==> src/rtl/bridge_pkg.sv <==
// Shared definitions for the bridge command FIFO: default word width and entry type.
package bridge_pkg;

  localparam int INSTR_WIDTH = 32;

  typedef enum logic {
    INSTR = 1'b0,
    ADDR  = 1'b1
  } entry_type_e;

endpackage

==> src/rtl/bridge_cmd_fifo.sv <==
// Typed command FIFO between the host and the bridge: instruction and section-address
// entries leave in push order and are popped only by the strobe matching the head type.
module bridge_cmd_fifo
  import bridge_pkg::*;
#(
  parameter int pINSTR_WIDTH = INSTR_WIDTH,
  parameter int pDEPTH       = 8
) (
  input  logic                      clk,
  input  logic                      reset_i,
  input  logic                      wr_instr_en_i,
  input  logic                      wr_addr_en_i,
  input  logic [pINSTR_WIDTH-1:0]   wr_data_i,
  output logic [pINSTR_WIDTH-1:0]   instruction_o,
  output logic                      instr_valid_o,
  output logic [pINSTR_WIDTH-1:0]   new_section_address_o,
  output logic                      addr_valid_o,
  input  logic                      rst_instr_valid_i,
  input  logic                      rst_new_address_valid_i,
  input  logic                      err_clr_i,
  output logic [$clog2(pDEPTH):0]   level_o,
  output logic                      full_o,
  output logic                      empty_o,
  output logic                      overflow_o,
  output logic                      cmd_err_o,
  output logic                      underflow_o
);

  localparam int AW = $clog2(pDEPTH);
  localparam int LW = AW + 1;

  entry_type_e               type_q [pDEPTH];
  logic [pINSTR_WIDTH-1:0]   data_q [pDEPTH];

  logic [AW-1:0] rd_ptr_q, rd_ptr_d;
  logic [AW-1:0] wr_ptr_q, wr_ptr_d;
  logic [LW-1:0] level_q, level_d;
  logic          overflow_q, overflow_d;
  logic          cmd_err_q, cmd_err_d;
  logic          underflow_q, underflow_d;

  entry_type_e               head_type;
  logic [pINSTR_WIDTH-1:0]   head_data;
  logic empty, full, head_instr, head_addr;
  logic pop_ok, push_req, push_ok, underflow_evt, overflow_evt, cmd_err_evt;

  assign empty      = (level_q == '0);
  assign full       = (level_q == LW'(pDEPTH));
  assign head_type  = type_q[rd_ptr_q];
  assign head_data  = data_q[rd_ptr_q];
  assign head_instr = !empty && (head_type == INSTR);
  assign head_addr  = !empty && (head_type == ADDR);

  // Each pop strobe is judged on its own against the head type.
  assign pop_ok        = (rst_instr_valid_i && head_instr) || (rst_new_address_valid_i && head_addr);
  assign underflow_evt = (rst_instr_valid_i && !head_instr) || (rst_new_address_valid_i && !head_addr);
  assign cmd_err_evt   = wr_instr_en_i && wr_addr_en_i;
  assign push_req      = wr_instr_en_i ^ wr_addr_en_i;
  assign push_ok       = push_req && (!full || pop_ok);
  assign overflow_evt  = push_req && full && !pop_ok;

  always_comb begin
    rd_ptr_d    = pop_ok  ? rd_ptr_q + AW'(1) : rd_ptr_q;
    wr_ptr_d    = push_ok ? wr_ptr_q + AW'(1) : wr_ptr_q;
    level_d     = level_q + LW'(push_ok) - LW'(pop_ok);
    overflow_d  = overflow_evt  || (overflow_q  && !err_clr_i);
    cmd_err_d   = cmd_err_evt   || (cmd_err_q   && !err_clr_i);
    underflow_d = underflow_evt || (underflow_q && !err_clr_i);
  end

  always_ff @(posedge clk or posedge reset_i) begin
    if (reset_i) begin
      rd_ptr_q    <= '0;
      wr_ptr_q    <= '0;
      level_q     <= '0;
      overflow_q  <= 1'b0;
      cmd_err_q   <= 1'b0;
      underflow_q <= 1'b0;
    end else begin
      rd_ptr_q    <= rd_ptr_d;
      wr_ptr_q    <= wr_ptr_d;
      level_q     <= level_d;
      overflow_q  <= overflow_d;
      cmd_err_q   <= cmd_err_d;
      underflow_q <= underflow_d;
    end
  end

  // Storage is never reset; a zero level already hides every stale entry.
  always_ff @(posedge clk) begin
    if (push_ok) begin
      type_q[wr_ptr_q] <= wr_addr_en_i ? ADDR : INSTR;
      data_q[wr_ptr_q] <= wr_data_i;
    end
  end

  assign instr_valid_o         = head_instr;
  assign addr_valid_o          = head_addr;
  assign instruction_o         = head_instr ? head_data : '0;
  assign new_section_address_o = head_addr  ? head_data : '0;
  assign level_o               = level_q;
  assign full_o                = full;
  assign empty_o               = empty;
  assign overflow_o            = overflow_q;
  assign cmd_err_o             = cmd_err_q;
  assign underflow_o           = underflow_q;

endmodule

==> config.mk <==
export PLATFORM = sky130hd
export DESIGN_NAME = bridge_cmd_fifo
export DESIGN_NICKNAME = d
export VERILOG_FILES = /design/src/rtl/bridge_pkg.sv /design/src/rtl/bridge_cmd_fifo.sv
export SDC_FILE = /design/constraint.sdc
export NUM_CORES = 1
export LEC_CHECK = 0
export BUFFER_PORTS_ARGS = -buffer_cell sky130_fd_sc_hd__buf_2
export CELL_PAD_IN_SITES_DETAIL_PLACEMENT = 1
export CELL_PAD_IN_SITES_GLOBAL_PLACEMENT = 1
export CORE_UTILIZATION = 30
export DETAILED_ROUTE_END_ITERATION = 6
export PLACE_DENSITY_LB_ADDON = 0.1
export SYNTH_ARGS = -nofsm -noshare
export SYNTH_HDL_FRONTEND = slang
export SYNTH_SLANG_ARGS = --single-unit
export TNS_END_PERCENT = 100
==> constraint.sdc <==
create_clock -name clk -period 4.95 [get_ports clk]
set_input_delay 0.495 -clock clk [delete_from_list [all_inputs] [get_ports clk]]
set_output_delay 0.495 -clock clk [all_outputs]
set_load 0.02 [all_outputs]
=== After elaboration in Yosys (flattened, before gate mapping) ===
Memories as Yosys holds them, arrays and structs flattened.
Index checks and enable logic that the tools add are counted.

* Add/subtract/negate cells: 4
* Eq/ne operators: 1
* Mux-type cells: 5
* Bitwise operators: 2
* Reductions and logical operators: 26

{| class="wikitable"
|+ Operators by type and width
! operator !! count
|-
| 32-bit 2-to-1 mux || 2
|-
| 1-bit logical AND || 13
|-
| 3-bit by 1-bit adder with 3-bit output, second input constant || 2
|-
| 1-bit logical NOT || 6
|-
| 1-bit logical OR || 6
|-
| 4-bit by 1-bit adder with 4-bit output || 1
|-
| 4-bit equality test, second input constant || 1
|-
| 4-bit logical NOT || 1
|-
| 4-bit by 1-bit subtractor with 4-bit output || 1
|-
| 1-bit 2-to-1 mux || 3
|-
| 1-bit NOT || 1
|-
| 1-bit bitwise XOR || 1
|}

* Bits in registers: 13
* Memory bits (writable): 264
* Bits of input ports: 39
* Output and inout bits: 75
* Logic and storage cells: 46
* Memories: 2

{| class="wikitable"
|+ Memory list
! name !! words !! width !! read ports !! clocked after Yosys merged registers in !! wr ports !! RTL line !! RTL
|-
| data_q || 8 || 32 || 1 || 0 || 1 || bridge_cmd_fifo.sv:33 || <nowiki>logic [pINSTR_WIDTH-1:0] data_q [pDEPTH];</nowiki>
|-
| type_q || 8 || 1 || 1 || 0 || 1 || bridge_cmd_fifo.sv:32 || <nowiki>entry_type_e type_q [pDEPTH];</nowiki>
|}

=== Depth between registers and ports, before layout ===
* Depth after elaboration: 9
* Depth in mapped cells: 13

=== Worst setup path before layout ===
Ideal clock, no wire load.

* Path type: reg2reg
* From: reg level_q[2] (netlist: level_o[2])
* To: mem data_q[4][0] in the netlist's numbering, enable pin
* Library setup time: 0.506 ns
* Arrival: 4.577 ns
* Setup slack: -0.133 ns
* Stages on the path, launching flop included: 7
* Buffers on the path: 0
* Period minus slack after synthesis: 5.083 ns
* Path through: dfrtp_1 inv_1 ha_1 nor3b_1 o21ai_0 mux2i_4 nor4_1

{| class="wikitable"
|+ RTL lines
! item !! RTL line !! RTL
|-
| from (decl) || bridge_cmd_fifo.sv:37 || <nowiki>logic [LW-1:0] level_q, level_d;</nowiki>
|-
| from (signal assigned) || bridge_cmd_fifo.sv:82 || <nowiki>level_q <= level_d;</nowiki>
|-
| 4-bit equality test || bridge_cmd_fifo.sv:48 || <nowiki>assign full = (level_q == LW'(pDEPTH));</nowiki>
|-
| net full_o || bridge_cmd_fifo.sv:22 || <nowiki>output logic full_o,</nowiki>
|-
| 1-bit logical NOT || bridge_cmd_fifo.sv:59 || <nowiki>assign push_ok = push_req && (!full || pop_ok);</nowiki>
|-
| 1-bit logical OR || bridge_cmd_fifo.sv:59 ||
|-
| 1-bit logical AND || bridge_cmd_fifo.sv:59 ||
|-
| 1-bit 2-to-1 mux || bridge_cmd_fifo.sv:91 || <nowiki>if (push_ok) begin</nowiki>
|-
| 1-bit 2-to-1 mux (not written as such) || bridge_cmd_fifo.sv:93 || <nowiki>data_q[wr_ptr_q] <= wr_data_i;</nowiki>
|-
| to (decl) || bridge_cmd_fifo.sv:33 ||
|}

The timed path passes the listed nets, and every way through them passes these cells.

=== Final worst setup path ===
* From: reg rd_ptr_q[0]
* To: out new_section_address_o[10]

* Longest elaborated chain between the ends: 3

{| class="wikitable"
|+ RTL lines
! item !! RTL line !! RTL
|-
| from (decl) || bridge_cmd_fifo.sv:35 || <nowiki>logic [AW-1:0] rd_ptr_q, rd_ptr_d;</nowiki>
|-
| from (signal assigned) || bridge_cmd_fifo.sv:80 || <nowiki>rd_ptr_q <= rd_ptr_d;</nowiki>
|-
| memory read 8 x 1 bit || n/a ||
|-
| 1-bit logical AND || bridge_cmd_fifo.sv:52 || <nowiki>assign head_addr = !empty && (head_type == ADDR);</nowiki>
|-
| 32-bit 2-to-1 mux (*) || bridge_cmd_fifo.sv:100 || <nowiki>assign new_section_address_o = head_addr ? head_data : '0;</nowiki>
|-
| to (decl) || bridge_cmd_fifo.sv:16 || <nowiki>output logic [pINSTR_WIDTH-1:0] new_section_address_o,</nowiki>
|}

Mark *: on every way between the ends. The rest lies on a longest branch, timed or not.

==> impl_metrics.ini <==
[placed_design]
dp_cells = 1105
numPortBuffers = 113
place_congestion = 0.654
hpwlAfterDp_um = 14000

[power]
vdd_ir_drop_max_uv = 393
power_leakage_nw = 4.68
fin_total_pwr_mw = 9.08
p_per_area_nw_per_um2 = 689

[cts]
cts_tree = built
clk_latency_ps = 550
cts_setup_buffers = 0
clkTransAtPathRegs_ps = 60
htreeDepth = 1
cts_root_buffer = clkbuf_16
clk_path_buf_depth = 3
clock-sinks = 277
numCtsBuffers = 31

[worst_setup_path]
crit_family = simple AND/OR/NAND/NOR gates
cp.required_ps = 4450
crit_path_cell_trace = mux2i_1, a22oi_4, nand3_2, nor2_1, buf_2
critPathKind = reg2out
cp_num_buf_inv = 1
path_depth = 5
worstRegToRegCells = 11
slowest_delay_ps = 920
cp_data_arrival_time_ps = 3330
end_kind = primary output
crit_path_top_delay_cell = dfrtp_4
startpoint_type = flip-flop
crit_fanout = 36

[route]
wl_per_cell_um = 22.2
vias_per_cell = 4.71
drt_iter0_drc = 211
wl_um = 25800
via_count = 5466
postRouteAntennaNets = 0
drcViolationCount = 0
drt_pre_antenna_iters = 4

[synthesis]
synth-seq-area-share_pct = 74.8
synth-seq-cells = 277
yosysWarningCount = 0
syn_inst = 544
syn-cell-area_sq_um = 11000
syn-num-nets = 593
ys_types = 32
synth_area_per_cell_sq_um = 20.3

[timing]
rsz0062_at_grt = false
fin_tns_setup_ps = 0
timing.final.hold_violations = 0
fmax_ghz = 0.262
relSlewSlack_pct = 34.9
finalMaxSlewViolations = 0
min_period_over_period_pct = 77.2
finalSetupViolations = 0
fin_crit_ps = 3820
max_slew.worst_pin.slew_ps = 976
fin_skew_ps = 9.02

[global_routing]
antenna_found_initial = 3
grt_overflow = 0
grt_pass1_wl_um = 38800
grt_pass1_vias = 6047
grt_max_degree = 55
track_usage_pct = 13.9

[finish]
drive_above_1_share_pct = 35.9
num_antenna_cells = 0
nFillCells = 3584
final_cells = 1161
area_growth_pct = 19.4
fin_nets = 727

[die]
initial_core_util_pct = 30.7
ioPinCount = 114
core_area_sq_um = 35900
rows = 69
die_y_um = 194
die-area_sq_um = 37600
die_w_um = 194

[worst_hold_path]
hold_class = in2reg
hold_depth = 1

[status]
outcome = finished, final reports clean

[job]
drv_cap = 0
==> power breakdown <==
part | internal [mW] | switching, mW | total [mW]
Sequential | 2.99 | 0.245 | 3.24
Clock | 1.30 | 0.867 | 2.17
Combinational | 1.39 | 2.29 | 3.67
==> area by class of cell <==
type	count	area, sq um	area share, %
clock inverters	12	136	1.04
inverters	17	63.8	0.484
repair buffers	126	666	5.05
flip-flops and latches	277	8260	62.7
clock buffers	43	821	6.23
well taps	461	577	4.38
multi-input cells	225	2650	20.1
==> per-stage QoR <==
step                hold WS, ps  setup WS, ps  instance area, sq um  utilization (%)
global route                201           662                 13200             36.7
CTS                         189           889                 13200             36.7
global placement            463          1570                 12200             34.0
detailed placement          472          1480                 12200             34.0
floorplan                   372          -133                 11000                -
finish                      215          1130                 13200             36.7
==> worst reg2reg max path, stage by stage (launching register included) <==
cell       delay (ps)
dfrtp_4           920
mux2_4            380
a2bb2oi_4         190
nand2_8           120
mux2i_1           380
inv_1              90
ha_1              300
inv_1              60
ha_1              170
inv_1              70
fa_1              410
xnor2_1           140
==> repair_timing <==
action / in CTS / in global routing
hold endpoints to repair: 8 / 0
resized for setup: 0 / 0
hold buffers: 1 / 0
==> final timing paths <==
| path | startpoint | to | slack, ps |
|---|---|---|---|
| min in group asynchronous | reset_i | cmd_err_o | 550 |
| max | rd_ptr_q[0] | new_section_address_o[10] | 1130 |
| min reg2reg | cmd_err_o | cmd_err_o | 480 |
| max in group asynchronous | reset_i | rd_ptr_q[0] | 3950 |
| max reg2reg | rd_ptr_q[0] | level_o[2] | 1620 |
| min | wr_data_i[14] | data_q[6][14] | 220 |
==> synthesized netlist by cell type (all sizes together) <==
| master | number | area share [%] |
|---|---|---|
| clkbuf | 7 | 0.24 |
| mux2i | 39 | 3.6 |
| ha | 9 | 1.0 |
| o21ai | 2 | 0.091 |
| a21o | 2 | 0.14 |
| a22o | 1 | 0.079 |
| nor4 | 8 | 0.45 |
| dfrtp | 13 | 2.9 |
| mux2 | 4 | 0.51 |
| fa | 1 | 0.18 |
| xnor2 | 4 | 0.32 |
| nor2b | 2 | 0.18 |
| mux4 | 64 | 13 |
| nand2 | 7 | 0.39 |
| nand3 | 5 | 0.23 |
| xor2 | 2 | 0.16 |
| nor3b | 1 | 0.068 |
| nand2b | 1 | 0.057 |
| buf | 18 | 0.92 |
| a2bb2oi | 1 | 0.24 |
| edfxtp | 264 | 72 |
| inv | 17 | 0.58 |
| a22oi | 1 | 0.19 |
| a21oi | 2 | 0.091 |
| nor2 | 68 | 2.3 |
| a221o | 1 | 0.091 |
==> placed cells by master, fill, tap and decap left out, types with 2 or more instances in the layout <==
cell,n
a21o_1,2
a21oi_1,2
buf_2,113
buf_4,12
bufinv_16,3
clkbuf_1,12
clkbuf_16,31
clkinv_1,2
clkinv_2,6
dfrtp_1,10
dfrtp_4,2
edfxtp_1,264
ha_1,9
inv_1,17
mux2_4,3
mux2i_1,38
mux4_2,64
nand2_1,5
nand3_1,4
nor2_1,68
nor4_2,8
o21ai_0,2
xnor2_1,4
xor2_1,2
==> logic make-up (layout without fill, tap and decap cells) <==
kind of cell / Yosys count / in the layout / share of synthesized area [%]
xor+xnor: 6 / 6 / 0.476
compound gates: 10 / 10 / 0.918
fa+ha+maj: 10 / 10 / 1.20
mux: 107 / 107 / 17.2
flops: 277 / 277 / 74.8
buf+inv: 42 / 198 / 1.73
simple gates: 92 / 92 / 3.68
==> flip-flops by register name (all words and copies together), names as in the netlist <==
| register | flops |
|---|---|
| rd_ptr_q | 3 |
| underflow_o | 1 |
| type_q | 8 |
| overflow_o | 1 |
| wr_ptr_q | 3 |
| data_q | 256 |
| level_o | 4 |
| cmd_err_o | 1 |
==> routing by layer <==
| layer | part of all wire (%) | routed length, um | global-route usage (%) | vias up |
|---|---|---|---|---|
| li1 | - | - | - | 2441 |
| met4 | 2.0 | 526 | 3.50 | 4 |
| met5 | 0.12 | 30 | 0 | - |
| met1 | 45 | 11500 | 18.3 | 2886 |
| met3 | 3.2 | 813 | 2.26 | 39 |
| met2 | 50 | 12900 | 23.8 | 96 |
Note: power is estimated with default switching activity, not from simulation.
